===== src/rtl/fpu_norm_round.sv =====
// Normalise / round-to-nearest-even / pack stage behind the FPU datapath, single-entry buffered.
// Define FPU_SUBNORMAL_EN to emit subnormals; otherwise tiny results flush to signed zero.
module fpu_norm_round #(
  parameter int EXP_W = 8,
  parameter int MAN_W = 23
) (
  input  logic                   clk,
  input  logic                   rst_n,
  input  logic                   in_valid,
  output logic                   in_ready,
  input  logic [1:0]             in_special,
  input  logic                   in_sign,
  input  logic [EXP_W+1:0]       in_exp,
  input  logic [MAN_W+4:0]       in_man,
  output logic                   out_valid,
  input  logic                   out_ready,
  output logic [EXP_W+MAN_W:0]   out,
  output logic [2:0]             errors
);

  localparam int RES_W = EXP_W + MAN_W + 1;
  localparam int MW    = MAN_W + 5;

  localparam logic [1:0] S_IDLE  = 2'd0;
  localparam logic [1:0] S_NORM  = 2'd1;
  localparam logic [1:0] S_ROUND = 2'd2;
  localparam logic [1:0] S_OUT   = 2'd3;

  localparam logic signed [EXP_W+1:0] EXP_ONE = (EXP_W+2)'(1);
  localparam logic signed [EXP_W+1:0] EXP_MAX = (EXP_W+2)'((1 << EXP_W) - 1);

  logic [1:0]              state_q, state_d;
  logic                    sign_q, sign_d;
  logic signed [EXP_W+1:0] exp_q, exp_d;
  logic [MW-1:0]           man_q, man_d;
  logic [RES_W-1:0]        out_q, out_d;
  logic [2:0]              err_q, err_d;

  // One-bit shifts; right shift folds the dropped bits into sticky
  logic [MW-1:0] shr, shl;
  assign shr = {1'b0, man_q[MW-1:2], man_q[1] | man_q[0]};
  assign shl = {man_q[MW-2:0], 1'b0};

  logic                    exp_lo, inc, inx, tiny, ovf;
  logic [MAN_W+1:0]        sum;
  logic signed [EXP_W+1:0] exp_r;
  logic [EXP_W-1:0]        exp_enc;
  logic [MAN_W-1:0]        frac_r;

  assign exp_lo  = exp_q < EXP_ONE;
  assign inc     = man_q[2] & (man_q[1] | man_q[0] | man_q[3]);
  assign inx     = man_q[2] | man_q[1] | man_q[0];
  assign tiny    = ~man_q[MW-2];
  assign sum     = {1'b0, man_q[MW-2:3]} + {{(MAN_W+1){1'b0}}, inc};
  assign exp_r   = sum[MAN_W+1] ? exp_q + EXP_ONE : exp_q;
  // A significand without its hidden bit after rounding is encoded as a subnormal
  assign exp_enc = (sum[MAN_W+1] | sum[MAN_W]) ? exp_r[EXP_W-1:0] : '0;
  assign frac_r  = sum[MAN_W+1] ? '0 : sum[MAN_W-1:0];
  assign ovf     = exp_r >= EXP_MAX;

  always_comb begin
    state_d = state_q;
    sign_d  = sign_q;
    exp_d   = exp_q;
    man_d   = man_q;
    out_d   = out_q;
    err_d   = err_q;
    case (state_q)
      S_IDLE: begin
        if (in_valid) begin
          sign_d = in_sign;
          exp_d  = $signed(in_exp);
          man_d  = in_man;
          err_d  = '0;
          state_d = S_OUT;
          case (in_special)
            2'b00:   state_d = S_NORM;
            2'b01:   out_d = {in_sign, {EXP_W{1'b1}}, {MAN_W{1'b0}}};
            2'b10:   out_d = {1'b0, {EXP_W{1'b1}}, 1'b1, {(MAN_W-1){1'b0}}};
            default: out_d = {in_sign, {(RES_W-1){1'b0}}};
          endcase
        end
      end
      S_NORM: begin
        if (man_q == '0) begin
          out_d   = {sign_q, {(RES_W-1){1'b0}}};
          err_d   = '0;
          state_d = S_OUT;
        end else if (man_q[MW-1]) begin
          man_d   = shr;
          exp_d   = exp_q + EXP_ONE;
          state_d = S_ROUND;
        end else if (exp_lo) begin
`ifdef FPU_SUBNORMAL_EN
          man_d = shr;
          exp_d = exp_q + EXP_ONE;
`else
          out_d   = {sign_q, {(RES_W-1){1'b0}}};
          err_d   = 3'b011;
          state_d = S_OUT;
`endif
        end else if (!man_q[MW-2] && exp_q > EXP_ONE) begin
          man_d = shl;
          exp_d = exp_q - EXP_ONE;
        end else begin
          state_d = S_ROUND;
        end
      end
      S_ROUND: begin
        state_d = S_OUT;
`ifdef FPU_SUBNORMAL_EN
        if (exp_lo) begin
          out_d = {sign_q, {(RES_W-1){1'b0}}};
          err_d = 3'b011;
        end else if (ovf) begin
          out_d = {sign_q, {EXP_W{1'b1}}, {MAN_W{1'b0}}};
          err_d = 3'b101;
        end else begin
          out_d = {sign_q, exp_enc, frac_r};
          err_d = {1'b0, tiny & inx, inx};
        end
`else
        if (exp_lo || tiny) begin
          out_d = {sign_q, {(RES_W-1){1'b0}}};
          err_d = 3'b011;
        end else if (ovf) begin
          out_d = {sign_q, {EXP_W{1'b1}}, {MAN_W{1'b0}}};
          err_d = 3'b101;
        end else begin
          out_d = {sign_q, exp_enc, frac_r};
          err_d = {2'b00, inx};
        end
`endif
      end
      S_OUT: begin
        if (out_ready) state_d = S_IDLE;
      end
      default: state_d = S_IDLE;
    endcase
  end

  always_ff @(posedge clk) begin
    if (!rst_n) begin
      state_q <= S_IDLE;
      sign_q  <= 1'b0;
      exp_q   <= '0;
      man_q   <= '0;
      out_q   <= '0;
      err_q   <= '0;
    end else begin
      state_q <= state_d;
      sign_q  <= sign_d;
      exp_q   <= exp_d;
      man_q   <= man_d;
      out_q   <= out_d;
      err_q   <= err_d;
    end
  end

  assign in_ready  = rst_n && (state_q == S_IDLE);
  assign out_valid = state_q == S_OUT;
  assign out       = out_q;
  assign errors    = err_q;

endmodule

===== config.mk =====
export PLATFORM = sky130hd
export DESIGN_NAME = fpu_norm_round
export DESIGN_NICKNAME = d
export VERILOG_FILES = /design/src/rtl/fpu_norm_round.sv
export SDC_FILE = /design/constraint.sdc
export NUM_CORES = 1
export LEC_CHECK = 0
export BUFFER_PORTS_ARGS = -buffer_cell sky130_fd_sc_hd__buf_2
export CAP_MARGIN = 20
export CORE_MARGIN = 2
export CORE_UTILIZATION = 40
export DETAILED_ROUTE_END_ITERATION = 8
export GPL_TIMING_DRIVEN = 0
export HOLD_SLACK_MARGIN = 0.12
export SYNTH_ARGS = -nofsm -noshare
export SYNTH_HDL_FRONTEND = slang
export SYNTH_SLANG_ARGS = --single-unit

===== constraint.sdc =====
create_clock -name clk -period 3.15 [get_ports clk]
set_input_delay 0.63 -clock clk [delete_from_list [all_inputs] [get_ports clk]]
set_output_delay 0.63 -clock clk [all_outputs]
set_load 0.02 [all_outputs]

# Word level (Yosys, flattened, before mapping)
# Cells that the tools add are included.
# Widths: inputs -> output; s select.
[word_totals] reg_bits=76 inputBits=45 out_inout_bits=37
[op_classes] add_sub_neg=3 n_lt_le_gt_ge=3 n_eq_ne=14 mux=38 bitwise_logic=7 n_reduce_logical=15
[op_table] operator="$pmux 32 s3" count=2
[op_table] operator="$mux 28" count=5
[op_table] operator="$mux 32" count=4
[op_table] operator="$mux 31" count=2
[op_table] operator="$mux 10" count=6
[op_table] operator="$pmux 28 s2" count=1
[op_table] operator="$logic_not 28->1" count=1
[op_table] operator="$add 24x1->25" count=1
[op_table] operator="$mux 23" count=1
[op_table] operator="$pmux 10 s2" count=1
[op_table] operator="$mux 3" count=6
[op_table] operator="$mux 2" count=7
[op_table] operator="$ne 3x3->1 const B" count=4
[op_table] operator="$add 10x2->10 const B" count=1
[op_table] operator="$ge 10x9->1 const B" count=1
[op_table] operator="$gt 10x2->1 const B" count=1
[op_table] operator="$lt 10x2->1 const B" count=1
[op_table] operator="$reduce_and 5->1" count=2
[op_table] operator="$sub 10x2->10 const B" count=1
[op_table] operator="$pmux 3 s3" count=1
[op_table] operator="$mux 8" count=1
[op_table] operator="$pmux 2 s4" count=1
[op_table] operator="$eq 2x2->1 const B" count=3
[op_table] operator="$ne 2x2->1 const B" count=3
[op_table] operator="other kinds (15)" count=23

# Depth between registers and ports, before layout
[logic_depth] depth_word=9 ltp_mapped=13 depth_no_buf=10

# Worst setup path after synthesis
# Ideal clock, no wire load.
[synth_timing] path_type="flip-flop to flip-flop" startpoint="register man_q[2]" endpoint="register err_q[0] (netlist: errors[0])" setup_time_ps=117 arrival_ps=2745 path_slack_ps=288 path_stages_with_launch=12 n_path_buf=1 period_less_slack_ps=2862 path_cell_list="dfxtp_1 > and2_1 > ha_1 > nand3_2 > or3_1 > buf_6 > or3_4 > and3_1 > o32ai_2 > and2_4 > o2111ai_1 > a22o_1"
[synth_via] elab_chain_len=7 word_cells_on_any_way=14
[synth_lines] item="start: declaration" line_no="35" rtl="logic [MW-1:0] man_q, man_d;"
[synth_lines] item="start signal: assignment" line_no="154" rtl="man_q <= man_d;"
[synth_lines] item="$and 1x1->1" line_no="51" rtl="assign inc = man_q[2] & (man_q[1] | man_q[0] | man_q[3]);"
[synth_lines] item="$add 24x1->25" line_no="54" rtl="assign sum = {1'b0, man_q[MW-2:3]} + {{(MAN_W+1){1'b0}}, inc};"
[synth_lines] item="$mux 10" line_no="55" rtl="assign exp_r = sum[MAN_W+1] ? exp_q + EXP_ONE : exp_q;"
[synth_lines] item="$ge 10x9->1" line_no="59" rtl="assign ovf = exp_r >= EXP_MAX;"
[synth_lines] item="$mux 3" line_no="126" rtl="end else if (ovf) begin"
[synth_lines] item="$mux 3" line_no="123" rtl="if (exp_lo || tiny) begin"
[synth_lines] item="$pmux 3 s3" line_no="68" rtl="case (state_q)"
[synth_lines] item="end signal: assignment" line_no="156" rtl="err_q <= err_d;"
[synth_lines] item="end: declaration" line_no="37" rtl="logic [2:0] err_q, err_d;"
# Several ways; a longest one is shown, not always the timed one.
# A chain may end at the register's enable or synchronous reset.

# Worst setup path in the final report
[layout_timing] startpoint="register man_q[3]" endpoint="register err_q[0] (netlist: errors[0])"
[layout_via] elab_chain_len=8 word_cells_on_any_way=13
[layout_lines] item="$or 1x1->1" line_no="51"
[layout_lines] item="$and 1x1->1" line_no="51"
[layout_lines] item="$add 24x1->25" line_no="54"
[layout_lines] item="$mux 10" line_no="55"
[layout_lines] item="$ge 10x9->1" line_no="59"
[layout_lines] item="$mux 3" line_no="126"
[layout_lines] item="$mux 3" line_no="123"
[layout_lines] item="$pmux 3 s3" line_no="68"
# Several ways; a longest one is shown, not always the timed one.

==> impl_metrics.yaml <==
status:
  outcome: "finished clean"
route:
  vias: 5142
  drtIter0Drc: 387
  antenna_left: 0
  wirelength_mm: 15.7
  first_pass_iters: 5
  drc: 0
  viasPerCell: 5.51
  wire_per_inst_um: 16.8
worst_hold_path:
  hp-class: "register to register"
  hold_depth: 2
synthesis:
  ys_types: 64
  syn_inst: 667
  netlist_top_cells_count: "nand2_1 (144), dfxtp_1 (76), o211ai_1 (56)"
  syn-num-nets: 724
  synth_most_common_cell: "nand2_1"
  synth_top_area_share_pct: 30.3
  synth_area_leaders: "dfxtp_1 (30%), nand2_1 (11%), o211ai_1 (8.4%)"
  ys.flop_type: "dfxtp_1"
  yosysSeqAreaShare_pct: 30.3
  yosys_warnings: 0
  synth_seq_cells: 76
  synth_edf_count: 0
  netlist_area_um2: 5020
  ys_async_sr_fraction_pct: 0
  synth_area_leader_cell: "dfxtp_1"
  synth_area_per_cell_um2: 7.53
final_layout:
  layout-drive-gt1-share_pct: 22.7
  final_area_um2: 6110
  antenna_cells: 0
  finalNetCount: 817
  area_delta_synth_final_pct: 21.5
global_route:
  grt_overflow_total: 0
  grt_max_degree: 15
  grt_pass1_vias: 4978
  antenna_found_initial: 0
  track_usage_pct: 24.2
  grt_pass1_wl_mm: 25.3
setup_path:
  crit_family: "simple AND/OR/NAND/NOR gates"
  cp.required_ns: 3.39
  path_depth: 11
  cp.arrival_ns: 3.30
  critPathBufInv: 1
  worst_path_most_repeated_cell: "or3_4"
  cp-end-kind: "register"
  max_stage_delay_ns: 0.41
  crit_slowest_cell: "or3_4"
  crit_type: "register to register"
  r2r.worst_path.cells: 11
  start_kind: "register"
  path_cells: "and2_1 > ha_2 > nand3_2 > or3_4 > buf_6 > or3_4 > and3_4 > o32ai_4 > and2_4 > o2111ai_1 > a22o_1"
  path_max_fanout: 7
power:
  leakage_nw: 2.33
  seq_power_share_pct: 26.0
  comb_power_share_pct: 54.0
  p_int_w: 0.00305
  ir_drop_v: 0.000370
  power_density_nw_per_um2: 945
  p_clk_share_pct: 20.0
  switching_share_pct: 47.2
  p_sw_w: 0.00272
timing:
  max_slew_margin_pct: 46.2
  tightest_slew_ns: 0.800
  layout_setup_ws_ns: 0.0935
  hold_violations: 0
  setup_viol: 0
  post-route-min-period_ns: 3.06
  drv_slew: 0
  fmaxAchievable_mhz: 327
  fin_crit_sh_pct: 97.0
  fin_skew_ns: 0.0107
run:
  max_cap_violations: 0
floorplanning:
  die_w_um: 116
  dieHeight_um: 116
  die_area_um2: 13500
  num_rows: 40
  start_util_pct: 41.5
  pin_count: 82
  core_area_um2: 12100
clock_network:
  cts_hold_buf: 0
  clock-sinks: 76
  clkTransAtPathRegs_ns: 0.07
  insertion_delay_ns: 0.35
  numCtsBuffers: 9
  cts_tree: "yes"
  cts_root_buf: "clkbuf_16"
  cts_buffer_depth: 2
  cts-htree-levels: 3
placed_design:
  io_buffers: 81
  gp_congestion: 0.906
  dp_hpwl_mm: 11.6
  dpl_cell_area_um2: 5640
  dp_slack_ns: -0.738
==> cells in the final DEF, fill, tap and decap left out, drive strengths merged, types with 2 or more instances in the layout <==
master and count:
nor2b 4, o31ai 5, bufinv 2, xor2 17, nand3b 2, and3 4, nor3 11, nand4 12
a22oi 3, and2 3, mux2i 4, nand2 144, clkbuf 47, a211oi 5, clkinv 5, a31oi 4
dfxtp 76, o2111ai 3, o211ai 56, o211a 2, o21ai 50, nor4b 2, nand3 19, nor4 9
o221ai 2, nor2 33, nand2b 5, or4 2, a21o 3, a21oi 34, xnor2 17, ha 12
a21boi 23, inv 18, buf 106, or3 6
==> final timing paths <==
kind / startpoint / slack, ns / to
worst max-delay path: man_q[3] / 0.09 / errors[0]
worst min-delay path: out[11] / 0.45 / out[11]
worst max register to register: man_q[3] / 0.09 / errors[0]
worst min register to register: out[11] / 0.45 / out[11]
==> repair_timing <==
item,in CTS,in global routing
cloned,1,0
pin swaps,0,5
setup endpoints to repair,71,71
resized for setup,11,23
setup buffers,1,1
hold endpoints to repair,0,0
==> registers in the layout, summed over array words and instances, names as in the netlist <==
| name | flops |
|---|---|
| out | 32 |
| man_q | 28 |
| exp_q | 10 |
| errors | 3 |
| state_q | 2 |
| sign_q | 1 |
==> area by class of cell <==
class,count,area (µm²)
fillers,1243,6010
multi-input cells,508,3190
flip-flops and latches,76,1530
repair buffers,84,433
plain buffers,63,354
clock buffers,9,225
well taps,168,210
clock inverters,7,100
inverters,18,67.6
==> metrics by stage <==
step | utilization [%] | std cells | hold WS (ns) | power [W] | TNS [ns]
after global placement | 46.6 | 916 | 0.434 | 0.00443 | -23.70
after floorplan | - | 667 | 0.437 | 0.00364 | 0
after detailed placement | 46.6 | 916 | 0.437 | 0.00448 | -27.82
final | 50.4 | 933 | 0.446 | 0.00577 | 0
after CTS | 49.7 | 933 | 0.452 | 0.00570 | 0
after global routing | 50.4 | 933 | 0.466 | 0.00620 | -0.0490
==> logic make-up after synthesis <==
kind of cell             Yosys count  synth area share [%]
AND/OR/NAND/NOR                  262                  24.5
AO/OA/AOI/OAI                    196                  27.1
buffers and inverters             83                  8.39
flip-flops                        76                  30.3
XOR/XNOR                          34                  5.93
adder cells (fa/ha/maj)           12                  2.99
multiplexers                       4                 0.797
==> power groups by stage <==
stage               logic (W)  clock network, W  registers (W)
finish                0.00312           0.00115        0.00150
global route          0.00346           0.00121        0.00154
CTS                   0.00305           0.00116        0.00148
detailed placement    0.00298                 0        0.00149
global placement      0.00294                 0        0.00149
floorplan             0.00214                 0        0.00149
==> worst min-delay path: cells and delay by family (launching register included) <==
| kind | cells | cell delay [ns] |
|---|---|---|
| flops | 1 | 0.32 |
| simple gates | 1 | 0.06 |
| compound gates | 1 | 0.04 |
==> metal layers <==
metal / share of wire (%) / GRT usage (%)
met1: 47 / 32.6
met2: 46 / 38.7
met3: 5.2 / 3.82
met4: 2.3 / 10.2
met5: 0 / 0
Note: power is estimated with default switching activity, not from simulation.
